[config.mk]
export PLATFORM = sky130hd
export DESIGN_NAME = pipeline_hazard_ctrl_flat
export DESIGN_NICKNAME = d
export VERILOG_FILES = /design/src/rtl/pipeline_hazard_ctrl_if.sv /design/src/rtl/pipeline_hazard_ctrl.sv /design/src/flat_wrapper.sv
export SDC_FILE = /design/constraint.sdc
export NUM_CORES = 1
export LEC_CHECK = 0
export CORE_MARGIN = 4
export CORE_UTILIZATION = 50
export CTS_CLUSTER_SIZE = 8
export DETAILED_ROUTE_END_ITERATION = 10
export GPL_TIMING_DRIVEN = 0
export PLACE_DENSITY = 0.86
export RECOVER_POWER = 50
export SLEW_MARGIN = 0
export SYNTH_ARGS = -nofsm -noshare
export SYNTH_HDL_FRONTEND = slang
export SYNTH_SLANG_ARGS = --single-unit
[constraint.sdc]
create_clock -name clk -period 5 [get_ports clk]
set_input_delay 0.5 -clock clk [delete_from_list [all_inputs] [get_ports clk]]
set_output_delay 0.5 -clock clk [all_outputs]
set_load 0.01 [all_outputs]
[src/rtl/pipeline_hazard_ctrl_if.sv]
// Hazard-control bundle between the 5-stage pipeline datapath and its stall/flush sequencer.
// master: the pipeline side (supplies hazard info, consumes stage-register controls).
// slave:  the hazard controller.
interface pipeline_hazard_ctrl_if #(
  parameter int unsigned CNT_W = 16
);
  // Hazard information from the pipeline
  logic [4:0]       id_rs;
  logic [4:0]       id_rt;
  logic             id_uses_rt;
  logic             ex_mem_read;
  logic [4:0]       ex_rt;
  logic             mem_pcsrc;
  logic             mem_req;
  logic             mem_ready;

  // Stage-register controls
  logic             pc_write;
  logic             if_id_write;
  logic             if_id_flush;
  logic             id_ex_write;
  logic             id_ex_bubble;
  logic             ex_mem_write;
  logic             ex_mem_bubble;
  logic             mem_wb_bubble;

  // Status and statistics
  logic [1:0]       state;
  logic             mem_error;
  logic [CNT_W-1:0] stall_cnt;
  logic [CNT_W-1:0] flush_cnt;

  modport master (
    output id_rs, id_rt, id_uses_rt, ex_mem_read, ex_rt, mem_pcsrc, mem_req, mem_ready,
    input  pc_write, if_id_write, if_id_flush, id_ex_write, id_ex_bubble,
           ex_mem_write, ex_mem_bubble, mem_wb_bubble, state, mem_error, stall_cnt, flush_cnt
  );

  modport slave (
    input  id_rs, id_rt, id_uses_rt, ex_mem_read, ex_rt, mem_pcsrc, mem_req, mem_ready,
    output pc_write, if_id_write, if_id_flush, id_ex_write, id_ex_bubble,
           ex_mem_write, ex_mem_bubble, mem_wb_bubble, state, mem_error, stall_cnt, flush_cnt
  );
endinterface

[src/rtl/pipeline_hazard_ctrl.sv]
// Stall/flush sequencer for the IF/ID/EX/MEM/WB pipeline: post-reset drain, load-use stall,
// taken-branch flush and data-memory wait with timeout, plus saturating statistics.
module pipeline_hazard_ctrl #(
  parameter int unsigned DRAIN_CYCLES = 4,
  parameter int unsigned TIMEOUT      = 16,
  parameter int unsigned CNT_W        = 16
) (
  input logic                    clk,
  input logic                    rst,
  pipeline_hazard_ctrl_if.slave  bus
);

  localparam int unsigned DrainW = (DRAIN_CYCLES > 1) ? $clog2(DRAIN_CYCLES) : 1;
  localparam int unsigned WaitW  = $clog2(TIMEOUT + 1);

  typedef enum logic [1:0] {
    StDrain   = 2'b00,
    StRun     = 2'b01,
    StMemWait = 2'b10
  } state_e;

  state_e             state_q;
  logic [DrainW-1:0]  drain_q;
  logic [WaitW-1:0]   wait_q;
  logic               mem_error_q;
  logic [CNT_W-1:0]   stall_q;
  logic [CNT_W-1:0]   flush_q;

  logic mem_stall, load_use, wait_timeout, wait_hold, stall_event;
  logic pc_write, if_id_write, if_id_flush, id_ex_write, id_ex_bubble;
  logic ex_mem_write, ex_mem_bubble, mem_wb_bubble;

  // Hazard decode from the current pipeline contents
  always_comb begin
    mem_stall    = bus.mem_req & ~bus.mem_ready;
    load_use     = bus.ex_mem_read && (bus.ex_rt != 5'd0) &&
                   ((bus.ex_rt == bus.id_rs) || (bus.id_uses_rt && (bus.ex_rt == bus.id_rt)));
    wait_timeout = (wait_q == WaitW'(TIMEOUT));
    wait_hold    = ~bus.mem_ready & ~wait_timeout;
  end

  // Stage-register controls; rst forces the drain pattern before the state register catches up
  always_comb begin
    pc_write      = 1'b1;
    if_id_write   = 1'b1;
    if_id_flush   = 1'b0;
    id_ex_write   = 1'b1;
    id_ex_bubble  = 1'b0;
    ex_mem_write  = 1'b1;
    ex_mem_bubble = 1'b0;
    mem_wb_bubble = 1'b0;
    if (rst || (state_q != StRun && state_q != StMemWait)) begin
      pc_write      = 1'b0;
      if_id_flush   = 1'b1;
      id_ex_bubble  = 1'b1;
      ex_mem_bubble = 1'b1;
      mem_wb_bubble = 1'b1;
    end else if ((state_q == StRun && mem_stall) || (state_q == StMemWait && wait_hold)) begin
      // Full freeze: only MEM_WB advances, carrying a bubble
      pc_write      = 1'b0;
      if_id_write   = 1'b0;
      id_ex_write   = 1'b0;
      ex_mem_write  = 1'b0;
      mem_wb_bubble = 1'b1;
    end else if (state_q == StRun && bus.mem_pcsrc) begin
      if_id_flush   = 1'b1;
      id_ex_bubble  = 1'b1;
      ex_mem_bubble = 1'b1;
    end else if (state_q == StRun && load_use) begin
      pc_write      = 1'b0;
      if_id_write   = 1'b0;
      id_ex_bubble  = 1'b1;
    end
    stall_event = (state_q == StRun || state_q == StMemWait) && !pc_write;
  end

  // Sequencer state, sticky error and saturating statistics
  always_ff @(posedge clk) begin
    if (rst) begin
      state_q     <= StDrain;
      drain_q     <= '0;
      wait_q      <= '0;
      mem_error_q <= 1'b0;
      stall_q     <= '0;
      flush_q     <= '0;
    end else begin
      if (stall_event && (stall_q != '1)) stall_q <= stall_q + 1'b1;
      case (state_q)
        StDrain: begin
          if (drain_q == DrainW'(DRAIN_CYCLES - 1)) state_q <= StRun;
          else                                      drain_q <= drain_q + 1'b1;
        end
        StRun: begin
          if (mem_stall) begin
            state_q <= StMemWait;
            wait_q  <= WaitW'(1);
          end else if (bus.mem_pcsrc) begin
            if (flush_q != '1) flush_q <= flush_q + 1'b1;
          end
        end
        StMemWait: begin
          if (bus.mem_ready) begin
            state_q <= StRun;
            wait_q  <= '0;
          end else if (wait_timeout) begin
            mem_error_q <= 1'b1;
            state_q     <= StRun;
            wait_q      <= '0;
          end else begin
            wait_q <= wait_q + 1'b1;
          end
        end
        default: state_q <= StDrain;
      endcase
    end
  end

  assign bus.pc_write      = pc_write;
  assign bus.if_id_write   = if_id_write;
  assign bus.if_id_flush   = if_id_flush;
  assign bus.id_ex_write   = id_ex_write;
  assign bus.id_ex_bubble  = id_ex_bubble;
  assign bus.ex_mem_write  = ex_mem_write;
  assign bus.ex_mem_bubble = ex_mem_bubble;
  assign bus.mem_wb_bubble = mem_wb_bubble;
  assign bus.state         = state_q;
  assign bus.mem_error     = mem_error_q;
  assign bus.stall_cnt     = stall_q;
  assign bus.flush_cnt     = flush_q;

endmodule

[src/flat_wrapper.sv]
// flat-port wrapper written by rule: the top's interface ports become plain ports
module pipeline_hazard_ctrl_flat 
#(
  parameter int unsigned DRAIN_CYCLES = 4,
  parameter int unsigned TIMEOUT      = 16,
  parameter int unsigned CNT_W        = 16
)
  (clk, rst, bus_id_rs, bus_id_rt, bus_id_uses_rt, bus_ex_mem_read, bus_ex_rt, bus_mem_pcsrc, bus_mem_req, bus_mem_ready, bus_pc_write, bus_if_id_write, bus_if_id_flush, bus_id_ex_write, bus_id_ex_bubble, bus_ex_mem_write, bus_ex_mem_bubble, bus_mem_wb_bubble, bus_state, bus_mem_error, bus_stall_cnt, bus_flush_cnt);
  pipeline_hazard_ctrl_if #(.CNT_W(CNT_W)) bus_i ();
  input logic clk;
  input logic rst;
  input wire logic [$bits(bus_i.id_rs)-1:0] bus_id_rs;
  input wire logic [$bits(bus_i.id_rt)-1:0] bus_id_rt;
  input wire logic [$bits(bus_i.id_uses_rt)-1:0] bus_id_uses_rt;
  input wire logic [$bits(bus_i.ex_mem_read)-1:0] bus_ex_mem_read;
  input wire logic [$bits(bus_i.ex_rt)-1:0] bus_ex_rt;
  input wire logic [$bits(bus_i.mem_pcsrc)-1:0] bus_mem_pcsrc;
  input wire logic [$bits(bus_i.mem_req)-1:0] bus_mem_req;
  input wire logic [$bits(bus_i.mem_ready)-1:0] bus_mem_ready;
  output wire logic [$bits(bus_i.pc_write)-1:0] bus_pc_write;
  output wire logic [$bits(bus_i.if_id_write)-1:0] bus_if_id_write;
  output wire logic [$bits(bus_i.if_id_flush)-1:0] bus_if_id_flush;
  output wire logic [$bits(bus_i.id_ex_write)-1:0] bus_id_ex_write;
  output wire logic [$bits(bus_i.id_ex_bubble)-1:0] bus_id_ex_bubble;
  output wire logic [$bits(bus_i.ex_mem_write)-1:0] bus_ex_mem_write;
  output wire logic [$bits(bus_i.ex_mem_bubble)-1:0] bus_ex_mem_bubble;
  output wire logic [$bits(bus_i.mem_wb_bubble)-1:0] bus_mem_wb_bubble;
  output wire logic [$bits(bus_i.state)-1:0] bus_state;
  output wire logic [$bits(bus_i.mem_error)-1:0] bus_mem_error;
  output wire logic [$bits(bus_i.stall_cnt)-1:0] bus_stall_cnt;
  output wire logic [$bits(bus_i.flush_cnt)-1:0] bus_flush_cnt;
  assign bus_i.id_rs = bus_id_rs;
  assign bus_i.id_rt = bus_id_rt;
  assign bus_i.id_uses_rt = bus_id_uses_rt;
  assign bus_i.ex_mem_read = bus_ex_mem_read;
  assign bus_i.ex_rt = bus_ex_rt;
  assign bus_i.mem_pcsrc = bus_mem_pcsrc;
  assign bus_i.mem_req = bus_mem_req;
  assign bus_i.mem_ready = bus_mem_ready;
  assign bus_pc_write = bus_i.pc_write;
  assign bus_if_id_write = bus_i.if_id_write;
  assign bus_if_id_flush = bus_i.if_id_flush;
  assign bus_id_ex_write = bus_i.id_ex_write;
  assign bus_id_ex_bubble = bus_i.id_ex_bubble;
  assign bus_ex_mem_write = bus_i.ex_mem_write;
  assign bus_ex_mem_bubble = bus_i.ex_mem_bubble;
  assign bus_mem_wb_bubble = bus_i.mem_wb_bubble;
  assign bus_state = bus_i.state;
  assign bus_mem_error = bus_i.mem_error;
  assign bus_stall_cnt = bus_i.stall_cnt;
  assign bus_flush_cnt = bus_i.flush_cnt;
  pipeline_hazard_ctrl #(.DRAIN_CYCLES(DRAIN_CYCLES), .TIMEOUT(TIMEOUT), .CNT_W(CNT_W)) u_core (.clk(clk), .rst(rst), .bus(bus_i));
endmodule
==> results of run 1 <==
## metrics by stage
stage          cells  total power [mW]  utilization, %  cell area [um2]
3_3_place_gp     404            0.6369           69.07             3090
4_1_cts          411            0.8532           70.78             3167
2_1_floorplan    288            0.5419               -             2385
3_5_place_dp     404            0.6470           69.07             3090
5_1_grt          411            0.8905           70.44             3152
6_report         411            0.8400           70.44             3152
## final timing paths
| check | startpoint | endpoint | slack (ns) | cells after the start |
|---|---|---|---|---|
| min reg2reg | u_core.bus.mem_error$_SDFFE_PP0P_ | u_core.bus.mem_error$_SDFFE_PP0P_ | 0.49 | 2 |
| max | u_core.wait_q[0]$_SDFFE_PP0P_ | bus_if_id_flush | 1.61 | 8 |
| min | u_core.bus.mem_error$_SDFFE_PP0P_ | u_core.bus.mem_error$_SDFFE_PP0P_ | 0.49 | 2 |
| max reg2reg | u_core.wait_q[0]$_SDFFE_PP0P_ | u_core.bus.stall_cnt[1]$_SDFFE_PP0P_ | 2.21 | 9 |
## synth_stat cells (4+ instances only)
cell type	number	area, um2
nor2_1	34	127.6
inv_1	19	71.32
nor4_1	6	37.54
dfxtp_1	42	840.8
or3_1	10	62.56
nand3_1	11	55.05
nand4_1	11	68.82
clkbuf_1	6	22.52
xor2_1	7	61.31
ha_1	8	100.1
o21ai_0	12	60.06
a21oi_1	13	65.06
nor2b_1	4	25.02
xnor2_1	20	175.2
or2_2	5	31.28
nor3_1	7	35.03
nand2_1	20	75.07
## cells by family after synthesis
kind of cell / Yosys count / share of synthesized area (%)
adder cells (fa/ha/maj): 8 / 4.197
buffers and inverters: 29 / 4.984
multiplexers: 5 / 2.204
flip-flops: 42 / 35.26
AND/OR/NAND/NOR: 128 / 29.28
AO/OA/AOI/OAI: 49 / 14.17
XOR/XNOR: 27 / 9.916
## layout make-up
class / instances / share of cell area [%]
clock buffer: 7 / 2.422
buffer: 10 / 1.509
timing repair buffer: 64 / 20.33
sequential: 42 / 26.68
multi-input combinational: 217 / 44.74
inverter: 19 / 2.263
tap: 52 / 2.064
## sequential cells by signal (all words and copies together), names as in the netlist
register,count
u_core.wait_q,5
u_core.bus.stall_cnt,16
u_core.bus.flush_cnt,16
u_core.bus.mem_error,1
u_core.bus.state,2
u_core.drain_q,2
## worst max-delay path, stage by stage (launching register included)
cell and delay (ns):
dfxtp_1 0.36, inv_1 0.07, ha_1 0.13, nor4bb_1 0.69, o2111ai_1 0.38, and2_1 0.28
inv_1 0.07, buf_4 0.10, clkdlybuf4s50_1 0.52
## layer usage
| metal | wire length, um | vias up | track usage [%] | part of all wire (%) |
|---|---|---|---|---|
| met1 | 2595 | 1094 | 25.04 | 45 |
| met4 | 66 | 0 | 6.940 | 1.1 |
| met3 | 368 | 9 | 5.855 | 6.4 |
| met2 | 2744 | 73 | 32.58 | 48 |
| li1 | - | 1158 | - | - |
| met5 | 0 | - | 0 | 0 |
## placed cells by master (no fill, tap or decap), drive strengths merged, types with 13 or more instances in the layout
cell type / n
dlygate4sd3: 36
xnor2: 20
o21ai: 13
nand2: 20
dfxtp: 42
nor2: 34
a21oi: 13
clkdlybuf4s50: 28
nand3: 14
clkbuf: 13
inv: 19
## report_power, final
group / switching [mW] / total, mW / internal (mW)
clock: 0.110 / 0.206 / 0.0962
sequential: 0.0171 / 0.370 / 0.353
combinational: 0.140 / 0.264 / 0.124
==> impl_metrics.env, run 1 <==
export IMPL_hp_class="reg2reg"
export IMPL_grt_pass1_vias=2268
export IMPL_via_per_inst=5.679
export IMPL_num_io_pins=65
export IMPL_cts_max_level=2
export IMPL_path_clk_slew_ns=0.08
export IMPL_arrival_ns=2.89
export IMPL_worst_pin_slew_ns=0.7871
export IMPL_slew_viol_final=0
export IMPL_numCtsBuffers=5
export IMPL_drive_gt1_share_pct=6.685
export IMPL_ir_drop_mv=0.2010
export IMPL_dieArea_mm2=0.005938
export IMPL_leakage_nw=1.165
export IMPL_status="finished, final reports clean"
export IMPL_vias=2334
export IMPL_start_kind="flop"
export IMPL_grt_pass1_wl_mm=9.887
export IMPL_ant_nets=0
export IMPL_cts_hold_buf=0
export IMPL_grt_util_all_layers_pct=19.95
export IMPL_cp_max_fo=6
export IMPL_maxCapViolCount=0
export IMPL_avgSynthCellArea_um2=8.281
export IMPL_rows=24
export IMPL_diodes=0
export IMPL_gp_congestion=0.8686
export IMPL_crit_type="reg2out"
export IMPL_nFillCells=362
export IMPL_worstPathRequired_ns=4.50
export IMPL_end_kind="output pin"
export IMPL_coreArea_mm2=0.004474
export IMPL_postCtsSetupBuffers=0
export IMPL_numPortBuffers=64
export IMPL_fin_worst_skew_ns=0.01088
export IMPL_clock_path_buffers=2
export IMPL_syn_area_mm2=0.002385
export IMPL_regArea_um2=840.8
export IMPL_setup_ws_ns=1.609
export IMPL_fmax_ghz=0.2949
export IMPL_start_util_pct=53.30
export IMPL_antenna_found_initial=0
export IMPL_clock_sinks=42
export IMPL_grt_setup_unrepaired="no"
export IMPL_setup_viol=0
export IMPL_nNetsFinal=389
export IMPL_dieWidth_um=77.06
export IMPL_fin_crit_sh_pct=67.82
export IMPL_synthFlopType="dfxtp_1"
export IMPL_grt_max_degree=12
export IMPL_die_h_um=77.06
export IMPL_post_drt_wl_per_cell_um=14.05
export IMPL_drt_iter0_drc=105
export IMPL_hold_ws_ns=0.4903
export IMPL_ys_ff_latch=42
export IMPL_drc_errors=0
export IMPL_powerDensity_mw_per_mm2=266.5
export IMPL_grt_remaining_overflow=0
export IMPL_cts_resized=0
export IMPL_cts_root_buf="clkbuf_8"
export IMPL_synth_cells=288
export IMPL_synth_edf_count=0
export IMPL_area_growth_pct=32.16
export IMPL_dp_slack_ns=1.865
export IMPL_synth_warnings=0
export IMPL_tritoncts="yes"
export IMPL_wirelength_mm=5.775
export IMPL_finalHoldViolCount=0
export IMPL_fin_crit_ns=3.391
export IMPL_async_reset_ff_share_pct=0
export IMPL_synth_distinct_cells=51
export IMPL_insertion_delay_ns=0.30
export IMPL_seq_area_frac_synth_pct=35.26
export IMPL_multi_input_area_mm2=0.001410
export IMPL_final_setup_tns_ns=0
export IMPL_maxSlewHeadroom_pct=46.81
export IMPL_dp_hpwl_mm=4.414
export IMPL_synth_nets=318
export IMPL_first_pass_iters=4
No activity file was read; power rests on OpenSTA's default activity.
==> run 2: changes to the inputs <==
- CORE_UTILIZATION: 50 -> 48
- PLACE_DENSITY: 0.86 -> 0.84
- clock period: 5 -> 3.25 ns (I/O delays scaled with it)
==> run 2 against run 1 <==
Compared with the run above: setup slack got worse by 1.2 ns; count of clock-buffer cells in the layout did not move; wire length fell by 1.1%; sequential share of layout area fell by 0.28 points; power rose by 54%.
==> impl_metrics.env, run 2 (synthesis gave the netlist of run 1 again) <==
export IMPL_status="finished, final reports clean"
export IMPL_post_drt_wl_per_cell_um=13.40
export IMPL_start_kind="input port"
export IMPL_design_area_mm2=0.003186
export IMPL_maxSlewHeadroom_pct=50.09
export IMPL_tritoncts="yes"
export IMPL_grt_remaining_overflow=0
export IMPL_setup_viol=0
export IMPL_fin_worst_skew_ns=0.008224
export IMPL_r2r_start="u_core.wait_q[0]$_SDFFE_PP0P_"
export IMPL_fin_crit_sh_pct=86.54
export IMPL_path_cells="clkdlybuf4s50_1 -> xnor2_1 -> nand3_1 -> o22ai_1 -> nand2_1 -> o21ai_0 -> clkdlybuf4s50_1"
export IMPL_clock_sinks=42
export IMPL_path_clk_slew_ns=0.08
export IMPL_p_sw_share_pct=31.83
export IMPL_via_per_inst=5.333
export IMPL_p_int_uw=882.6
export IMPL_arrival_ns=2.49
export IMPL_vias=2272
export IMPL_dp_hpwl_mm=4.446
export IMPL_grt_setup_unrepaired="no"
export IMPL_insertion_delay_ns=0.29
export IMPL_power_switching_uw=412.1
export IMPL_final_setup_tns_ns=0
export IMPL_cts_max_level=2
export IMPL_hold_ws_ns=0.4865
export IMPL_gp_congestion=0.8232
export IMPL_cts_root_buf="clkbuf_8"
export IMPL_die_h_um=78.49
export IMPL_coreArea_mm2=0.004755
export IMPL_placed_cell_area_mm2=0.003109
export IMPL_power_frac_comb_pct=31.2
export IMPL_worstPathRequired_ns=2.92
export IMPL_dieWidth_um=78.49
export IMPL_grt_pass1_vias=2305
export IMPL_seq_power_share_pct=43.8
export IMPL_crit_slowest_cell="clkdlybuf4s50_1"
export IMPL_cts_hold_buf=0
export IMPL_first_pass_iters=4
export IMPL_grt_pass1_wl_mm=10.09
export IMPL_cp_top_family="buffers and inverters"
export IMPL_startpoint="bus_ex_rt[0]"
export IMPL_finalHoldViolCount=0
export IMPL_end_kind="output pin"
export IMPL_nNetsFinal=389
export IMPL_hp_class="reg2reg"
export IMPL_worst_pin_slew_ns=0.7408
export IMPL_grt_util_all_layers_pct=19.85
export IMPL_drc_errors=0
export IMPL_cp_buffers_inverters=2
export IMPL_postCtsSetupBuffers=0
export IMPL_cp_max_fo=4
export IMPL_maxCapViolCount=0
export IMPL_powerDensity_mw_per_mm2=406.4
export IMPL_drive_gt1_share_pct=6.964
export IMPL_ant_nets=0
export IMPL_slowest_delay_ns=0.57
export IMPL_numCtsBuffers=5
export IMPL_clock_path_buffers=2
export IMPL_pwr_share_clk_pct=25.1
export IMPL_antenna_found_initial=0
export IMPL_numPortBuffers=64
export IMPL_fmax_ghz=0.3556
export IMPL_area_growth_pct=33.58
export IMPL_diodes=0
export IMPL_fin_crit_ns=2.813
export IMPL_start_util_pct=50.16
export IMPL_crit_type="in2out"
export IMPL_cts_resized=0
export IMPL_cp_common_cell="clkdlybuf4s50_1"
export IMPL_drt_iter0_drc=85
export IMPL_final_common_cell="dfxtp_1"
export IMPL_num_io_pins=65
export IMPL_wirelength_mm=5.710
export IMPL_finalPower_mw=1.295
export IMPL_leakage_nw=1.167
export IMPL_hold_start="u_core.bus.mem_error$_SDFFE_PP0P_"
export IMPL_final_cell_mix="dfxtp_1 (42), dlygate4sd3_1 (36), nor2_1 (34), clkdlybuf4s50_1 (28)"
export IMPL_dieArea_mm2=0.006160
export IMPL_ir_drop_mv=0.2532
export IMPL_rows=25
export IMPL_slew_viol_final=0
export IMPL_grt_max_degree=12
[run 2: final cells by class]
class / instances / area [um2]
Inverter: 19 / 71.32
Buffer: 10 / 47.55
Timing Repair Buffer: 64 / 640.6
Fill cell: 422 / 1569
Tap cell: 67 / 83.83
Multi-Input combinational cell: 217 / 1425
Clock buffer: 7 / 76.32
Sequential cell: 42 / 840.8
[run 2: power by group through the flow]
stage | clock network (mW) | logic, mW | registers (mW)
final | 0.325 | 0.403 | 0.567
after global routing | 0.359 | 0.453 | 0.572
after CTS | 0.332 | 0.414 | 0.567
after detailed placement | 0 | 0.412 | 0.579
after global placement | 0 | 0.401 | 0.579
after floorplan | 0 | 0.252 | 0.582
[run 2: layer usage]
metal | global-route usage [%] | wire (um) | up-vias
li1 | - | - | 1161
met1 | 24.08 | 2597 | 1041
met2 | 33.90 | 2653 | 60
met3 | 5.275 | 358 | 10
met4 | 6.643 | 99 | 0
met5 | 0 | 0 | -
[run 2: worst paths after layout]
kind | end | slack [ns] | cells after the start
hold / removal | u_core.bus.mem_error$_SDFFE_PP0P_ | 0.49 | 2
setup reg to reg | u_core.bus.stall_cnt[12]$_SDFFE_PP0P_ | 0.83 | 8
hold reg to reg | u_core.bus.mem_error$_SDFFE_PP0P_ | 0.49 | 2
setup / recovery | bus_id_ex_bubble | 0.44 | 7
[run 2: stage by stage]
step | util (%) | setup slack [ns] | cells
floorplan | - | 1.080 | 288
global placement | 65.39 | 0.5227 | 419
detailed placement | 65.39 | 0.4354 | 419
CTS | 67.00 | 0.4219 | 426
global route | 67.00 | 0.2708 | 426
finish | 67.00 | 0.4375 | 426
[run 2: worst reg2reg max path: cells and delay by family (launching register included)]
family / cells / cell delay [ns]
adders and majority gates: 1 / 0.18
muxes: 1 / 0.37
buffers and inverters: 1 / 0.06
and+or+nand+nor: 3 / 0.83
DFF: 1 / 0.39
AOI/OAI and AO/OA: 2 / 0.48
==> patch 1 (settings of run 2) <==
`TIMEOUT` is set to 16 in 2 places; all go to 32.
--- a/src/rtl/pipeline_hazard_ctrl.sv
+++ b/src/rtl/pipeline_hazard_ctrl.sv
@@ -2,7 +2,7 @@
 // taken-branch flush and data-memory wait with timeout, plus saturating statistics.
 module pipeline_hazard_ctrl #(
   parameter int unsigned DRAIN_CYCLES = 4,
-  parameter int unsigned TIMEOUT      = 16,
+  parameter int unsigned TIMEOUT      = 32,
   parameter int unsigned CNT_W        = 16
 ) (
   input logic                    clk,
--- a/src/flat_wrapper.sv
+++ b/src/flat_wrapper.sv
@@ -2,7 +2,7 @@
 module pipeline_hazard_ctrl_flat 
 #(
   parameter int unsigned DRAIN_CYCLES = 4,
-  parameter int unsigned TIMEOUT      = 16,
+  parameter int unsigned TIMEOUT      = 32,
   parameter int unsigned CNT_W        = 16
 )
   (clk, rst, bus_id_rs, bus_id_rt, bus_id_uses_rt, bus_ex_mem_read, bus_ex_rt, bus_mem_pcsrc, bus_mem_req, bus_mem_ready, bus_pc_write, bus_if_id_write, bus_if_id_flush, bus_id_ex_write, bus_id_ex_bubble, bus_ex_mem_write, bus_ex_mem_bubble, bus_mem_wb_bubble, bus_state, bus_mem_error, bus_stall_cnt, bus_flush_cnt);
Check against the original RTL: same outputs for any inputs over 10 cycles, from zero or initial values and one cycle with rst high; that may be too few to reach the edited logic, so the function may still have changed.
==> patch 1 against run 2 <==
Power increased by 13%; critical path type is now reg -> out; final area decreased by 0.16%; worst setup slack got worse by 0.17 ns; routed wire length decreased by 4.8%; core utilization decreased by 0.11 points; first-iteration DRC count increased by 27%; sequential cell count increased by 1; clock skew decreased by 0.0016 ns; synthesized area unchanged.
==> patch 1: results <==
metrics = {
    "placement": {
        "port_buffers": 63,
        "dp_cells": 414,
        "pre_cts_ws_ns": 0.394,
        "dp_hpwl_um": 4240,
        "gp_congestion": 0.815,
    },
    "power": {
        "ir_drop_mv": 0.298,
        "p_leak_nw": 1.23,
    },
    "layout": {
        "drive_above_1_share_pct": 5.92,
        "fin_cells": 422,
        "layout.nets": 384,
    },
    "setup_path": {
        "start_kind": "flop",
        "rr_startpoint": "u_core.bus.state[0]",
        "critPathMaxStageDelay_ns": 0.52,
        "r2r-end": "u_core.bus.stall_cnt[5]",
        "cp.arrival_ns": 2.66,
        "cp-endpoint": "bus_if_id_flush",
        "r2r_setup_slack_ns": 0.75,
        "critPathMaxFanout": 6,
    },
    "sta": {
        "skew_ns": 0.00659,
        "period_minus_slack_ns": 2.99,
        "max_slew_margin_pct": 54.1,
    },
    "routing": {
        "drt_iter0_markers": 108,
        "totalWireLength_um": 5440,
        "num_vias": 2267,
        "drt_first_pass_iters": 7,
    },
    "synth": {
        "synth_cell_types": 48,
        "synth_commonest_cells": "dfxtp_1, nor2_1, nand2_1",
        "netlist_instances": 284,
        "synth_fp_nets": 314,
        "synth.area.top_cells": "dfxtp_1, xnor2_1, nor2_1",
        "synth-seq-area-share_pct": 36.1,
    },
    "run_status": {
        "status": "finished clean",
    },
    "global_route": {
        "grt_pass1_wl_um": 9380,
        "grt_pass1_vias": 2102,
        "grt_max_degree": 13,
    },
    "cts": {
        "post_cts_buffers": 0,
    },
}
-- patch 1: cell count changes after synthesis, sizes merged, moves of 5 or more --
cell	delta
a21oi	+7
inv	-13
and3	+5
nor2b	+5
-- patch 1: how the worst min path moves through the flow --
stage / startpoint / to / slack, ns / depth (start not counted)
2_1_floorplan: u_core.wait_q[1] / u_core.wait_q[1] / 0.46 / 2
3_3_place_gp: u_core.bus.mem_error / u_core.bus.mem_error / 0.47 / 2
3_5_place_dp: u_core.bus.mem_error / u_core.bus.mem_error / 0.48 / 2
4_1_cts: u_core.bus.mem_error / u_core.bus.mem_error / 0.50 / 2
5_1_grt: u_core.bus.mem_error / u_core.bus.mem_error / 0.53 / 2
6_report: u_core.bus.mem_error / u_core.bus.mem_error / 0.49 / 2
-- patch 1: power breakdown --
| part | internal, mW | switching, mW | leakage [nW] |
|---|---|---|---|
| registers | 0.563 | 0.0364 | 0.347 |
| logic | 0.255 | 0.281 | 0.836 |
| clock network | 0.151 | 0.176 | 0.0422 |
-- patch 1: worst reg2reg max path, stage by stage (launching register included) --
cell and delay [ns]:
dfxtp_1 0.34, inv_1 0.09, ha_1 0.25, and2b_1 0.19, a21boi_0 0.42, or2_2 0.24
a31oi_4 0.15, nor4_1 0.36, mux2_2 0.37
-- patch 1: cells by family (layout without fill, tap and decap cells) --
kind of cell	Yosys count	count (layout)	share of synthesized area [%]
mux	8	8	3.62
fa+ha+maj	8	8	4.20
compound gates	49	49	13.2
flops	43	43	36.1
simple gates	131	131	29.2
buf+inv	17	88	3.36
xor+xnor	28	28	10.3
-- patch 1: area by class of cell --
cell class	instances	area [um2]	area share (%)
Multi-Input combinational cell	224	1440	45.4
Timing Repair Buffer	63	631	19.8
Inverter	6	22.5	0.708
Sequential cell	43	861	27.1
Clock buffer	7	76.3	2.40
Tap cell	67	83.8	2.64
Clock inverter	1	5.00	0.157
Buffer	11	57.6	1.81
-- patch 1: layer usage --
| layer | routed length, um | up-vias | track usage (%) |
|---|---|---|---|
| met1 | 2420 | 1052 | 22.2 |
| met5 | 0 | - | 0 |
| met2 | 2650 | 58 | 32.4 |
| li1 | - | 1152 | - |
| met3 | 302 | 5 | 4.59 |
| met4 | 65 | 0 | 5.77 |
-- patch 1: metrics by stage --
step / hold WS, ns / cell area (um2) / power, mW / utilization [%]
floorplan: 0.462 / 2380 / 0.953 / -
global placement: 0.474 / 3100 / 1.14 / 65.2
detailed placement: 0.479 / 3100 / 1.15 / 65.2
CTS: 0.496 / 3180 / 1.48 / 66.9
global route: 0.526 / 3180 / 1.56 / 66.9
finish: 0.488 / 3180 / 1.46 / 66.9
==> patch 2 (settings of run 2) <==
Without the edit above. Make the reset (`rst`) asynchronous in one clocked block.
--- a/src/rtl/pipeline_hazard_ctrl.sv
+++ b/src/rtl/pipeline_hazard_ctrl.sv
@@ -75,7 +75,7 @@
   end
 
   // Sequencer state, sticky error and saturating statistics
-  always_ff @(posedge clk) begin
+  always_ff @(posedge clk or posedge rst) begin
     if (rst) begin
       state_q     <= StDrain;
       drain_q     <= '0;
Check against the original RTL: differs if rst is asserted again (counterexample within 10 cycles, from zero or initial values and one cycle with rst high); with rst held inactive, the same outputs for 10 cycles.
==> patch 2 against run 2 <==
The run now ends with max-capacitance violations, max-slew violations left; count of clock-buffer cells in the layout shrank 1; routed wire length down 6.9%; critical endpoint is now bus_pc_write; synthesized area is essentially flat; critical path depth unchanged; via count shrank 15%; sequential cell count stayed put; final area up 1.2%; critical path type unchanged; final cell count fell by 13%; worst setup slack worse by 0.17 ns; hold slack got worse by 0.020 ns; sequential share of layout area up 6.2 points.
Power is not compared: it rests on default switching activity, and its combinational part moved more than twofold at a synthesized area within 25%.
==> patch 2: results <==
metrics = {
    "routing": {
        "vias_per_cell": 5.26,
        "drt_first_pass_iters": 4,
        "totalWireLength_um": 5310,
        "drt_iter0_markers": 66,
    },
    "setup_path": {
        "crit_path_top_delay_cell": "clkdlybuf4s50_1",
        "rr_startpoint": "u_core.bus.state[1]",
        "r2r_cells": 10,
        "cp.arrival_ns": 2.66,
        "r2r_setup_slack_ns": 1.03,
        "critPathMaxStageDelay_ns": 0.56,
        "cp-startpoint": "bus_ex_rt[1]",
        "critPathMaxFanout": 3,
        "r2r-end": "u_core.bus.stall_cnt[10]",
    },
    "layout": {
        "drive_above_1_share_pct": 7.62,
        "layout.nets": 332,
        "fillCellCount": 403,
    },
    "min_path": {
        "whs_path_depth": 1,
        "holdPathEnd": "u_core.bus.mem_error",
        "hold_start": "u_core.bus.mem_error",
    },
    "run": {
        "max-cap-violations": 1,
    },
    "placement": {
        "port_buffers": 64,
        "dp_hpwl_um": 4130,
        "gp_congestion": 0.794,
    },
    "power": {
        "ir_drop_mv": 0.250,
        "swShare_pct": 34.9,
    },
    "synth": {
        "synthArstFlopShare_pct": 100,
        "yosys_warnings": 0,
        "synth.area.top_cells": "dfrtp_1, xnor2_1, xor2_1",
        "synth-seq-area-share_pct": 44.0,
        "synth_cell_types": 47,
        "ys.flop_type": "dfrtp_1",
        "synth_commonest_cells": "dfrtp_1, xnor2_1, nand2_1, nand3_1, xor2_1",
        "synth_fp_nets": 261,
    },
    "cts": {
        "clock_path_buffers": 2,
        "post_cts_resized": 0,
        "clockRootBuffer": "clkbuf_8",
        "post_cts_buffers": 0,
    },
    "global_route": {
        "grt_antenna_before_repair": 0,
        "grt_util_all_layers_pct": 18.5,
        "grt_pass1_vias": 1921,
        "grt_pass1_wl_um": 9030,
        "grt_max_degree": 43,
    },
    "sta": {
        "tightest_slew_ns": 1.52,
        "skew_ns": 0.00586,
        "report.final.slew_viol_count": 43,
    },
    "run_status": {
        "status": "finished, violations left",
        "violations": "max-capacitance violations, max-slew violations",
    },
}
-- patch 2: cell types whose count changed in the layout (fill, tap and decap cells not counted), sizes merged, moves of 5 or more --
cell           change
or3               -10
and3               +5
dfxtp             -42
inv               -10
clkdlybuf4s50     +17
dfrtp             +42
xor2              +10
clkbuf             -6
dlygate4sd3       -17
a21oi              -8
nor2              -22
nand3              +5
-- patch 2: cell families (layout without fill, tap and decap cells) --
kind of cell,count (synthesis),after routing,share of synthesized area (%)
and+or+nand+nor,91,91,21.3
DFF,42,42,44.0
xor gates and xnor gates,40,40,14.7
AOI/OAI and AO/OA,33,33,11.4
buffers and inverters,14,85,2.88
adders and majority gates,8,8,4.20
muxes,3,3,1.42
-- patch 2: metrics by stage --
step	setup slack, ns	hold slack, ns	area, um2	power, mW	cells
finish	0.267	0.467	3220	1.99	369
global route	0.114	0.516	3220	2.13	369
CTS	0.265	0.479	3220	2.02	369
detailed placement	0.274	0.464	3110	1.60	362
global placement	0.305	0.440	3110	1.57	362
floorplan	1.22	0.453	2390	1.22	231
-- patch 2: power groups by stage --
| stage | Sequential, mW | Combinational, mW | Clock [mW] |
|---|---|---|---|
| global placement | 0.728 | 0.847 | 0 |
| detailed placement | 0.732 | 0.868 | 0 |
| finish | 0.724 | 0.843 | 0.420 |
| global route | 0.739 | 0.936 | 0.455 |
| CTS | 0.725 | 0.870 | 0.427 |
| floorplan | 0.751 | 0.467 | 0 |
-- patch 2: final cells by class --
cell class                      instances  share of cell area [%]
Sequential cell                        42                    32.6
Multi-Input combinational cell        175                    39.3
Clock inverter                          1                   0.932
Buffer                                  5                    1.09
Clock buffer                            6                    2.56
Inverter                                9                    1.05
Timing Repair Buffer                   64                    19.9
Tap cell                               67                    2.60
-- patch 2: worst max-delay path by stage --
stage                               endpoint  slack [ns]  cells past startpoint
floorplan           u_core.bus.stall_cnt[10]        1.22                     10
global placement                bus_pc_write        0.30                      7
detailed placement              bus_pc_write        0.27                      7
CTS                             bus_pc_write        0.27                      7
global route                    bus_pc_write        0.11                      7
finish                          bus_pc_write        0.27                      7
-- patch 2: per-layer routing --
metal / GRT usage [%] / vias to the layer above / wire length (um) / part of all wire (%)
li1: - / 956 / - / -
met4: 4.72 / 0 / 56 / 1.1
met3: 5.28 / 7 / 377 / 7.1
met2: 30.9 / 54 / 2590 / 49
met5: 0 / - / 0 / 0
met1: 23.4 / 923 / 2290 / 43
-- patch 2: worst register-to-register path, stage by stage (launching register included) --
cell and delay [ns]:
dfrtp_1 0.39, inv_1 0.08, ha_1 0.18, buf_2 0.17, and2_1 0.22, o211ai_2 0.12, nand3_1 0.22, o31ai_4 0.28
buf_6 0.18, nand4_1 0.13, xnor2_1 0.15
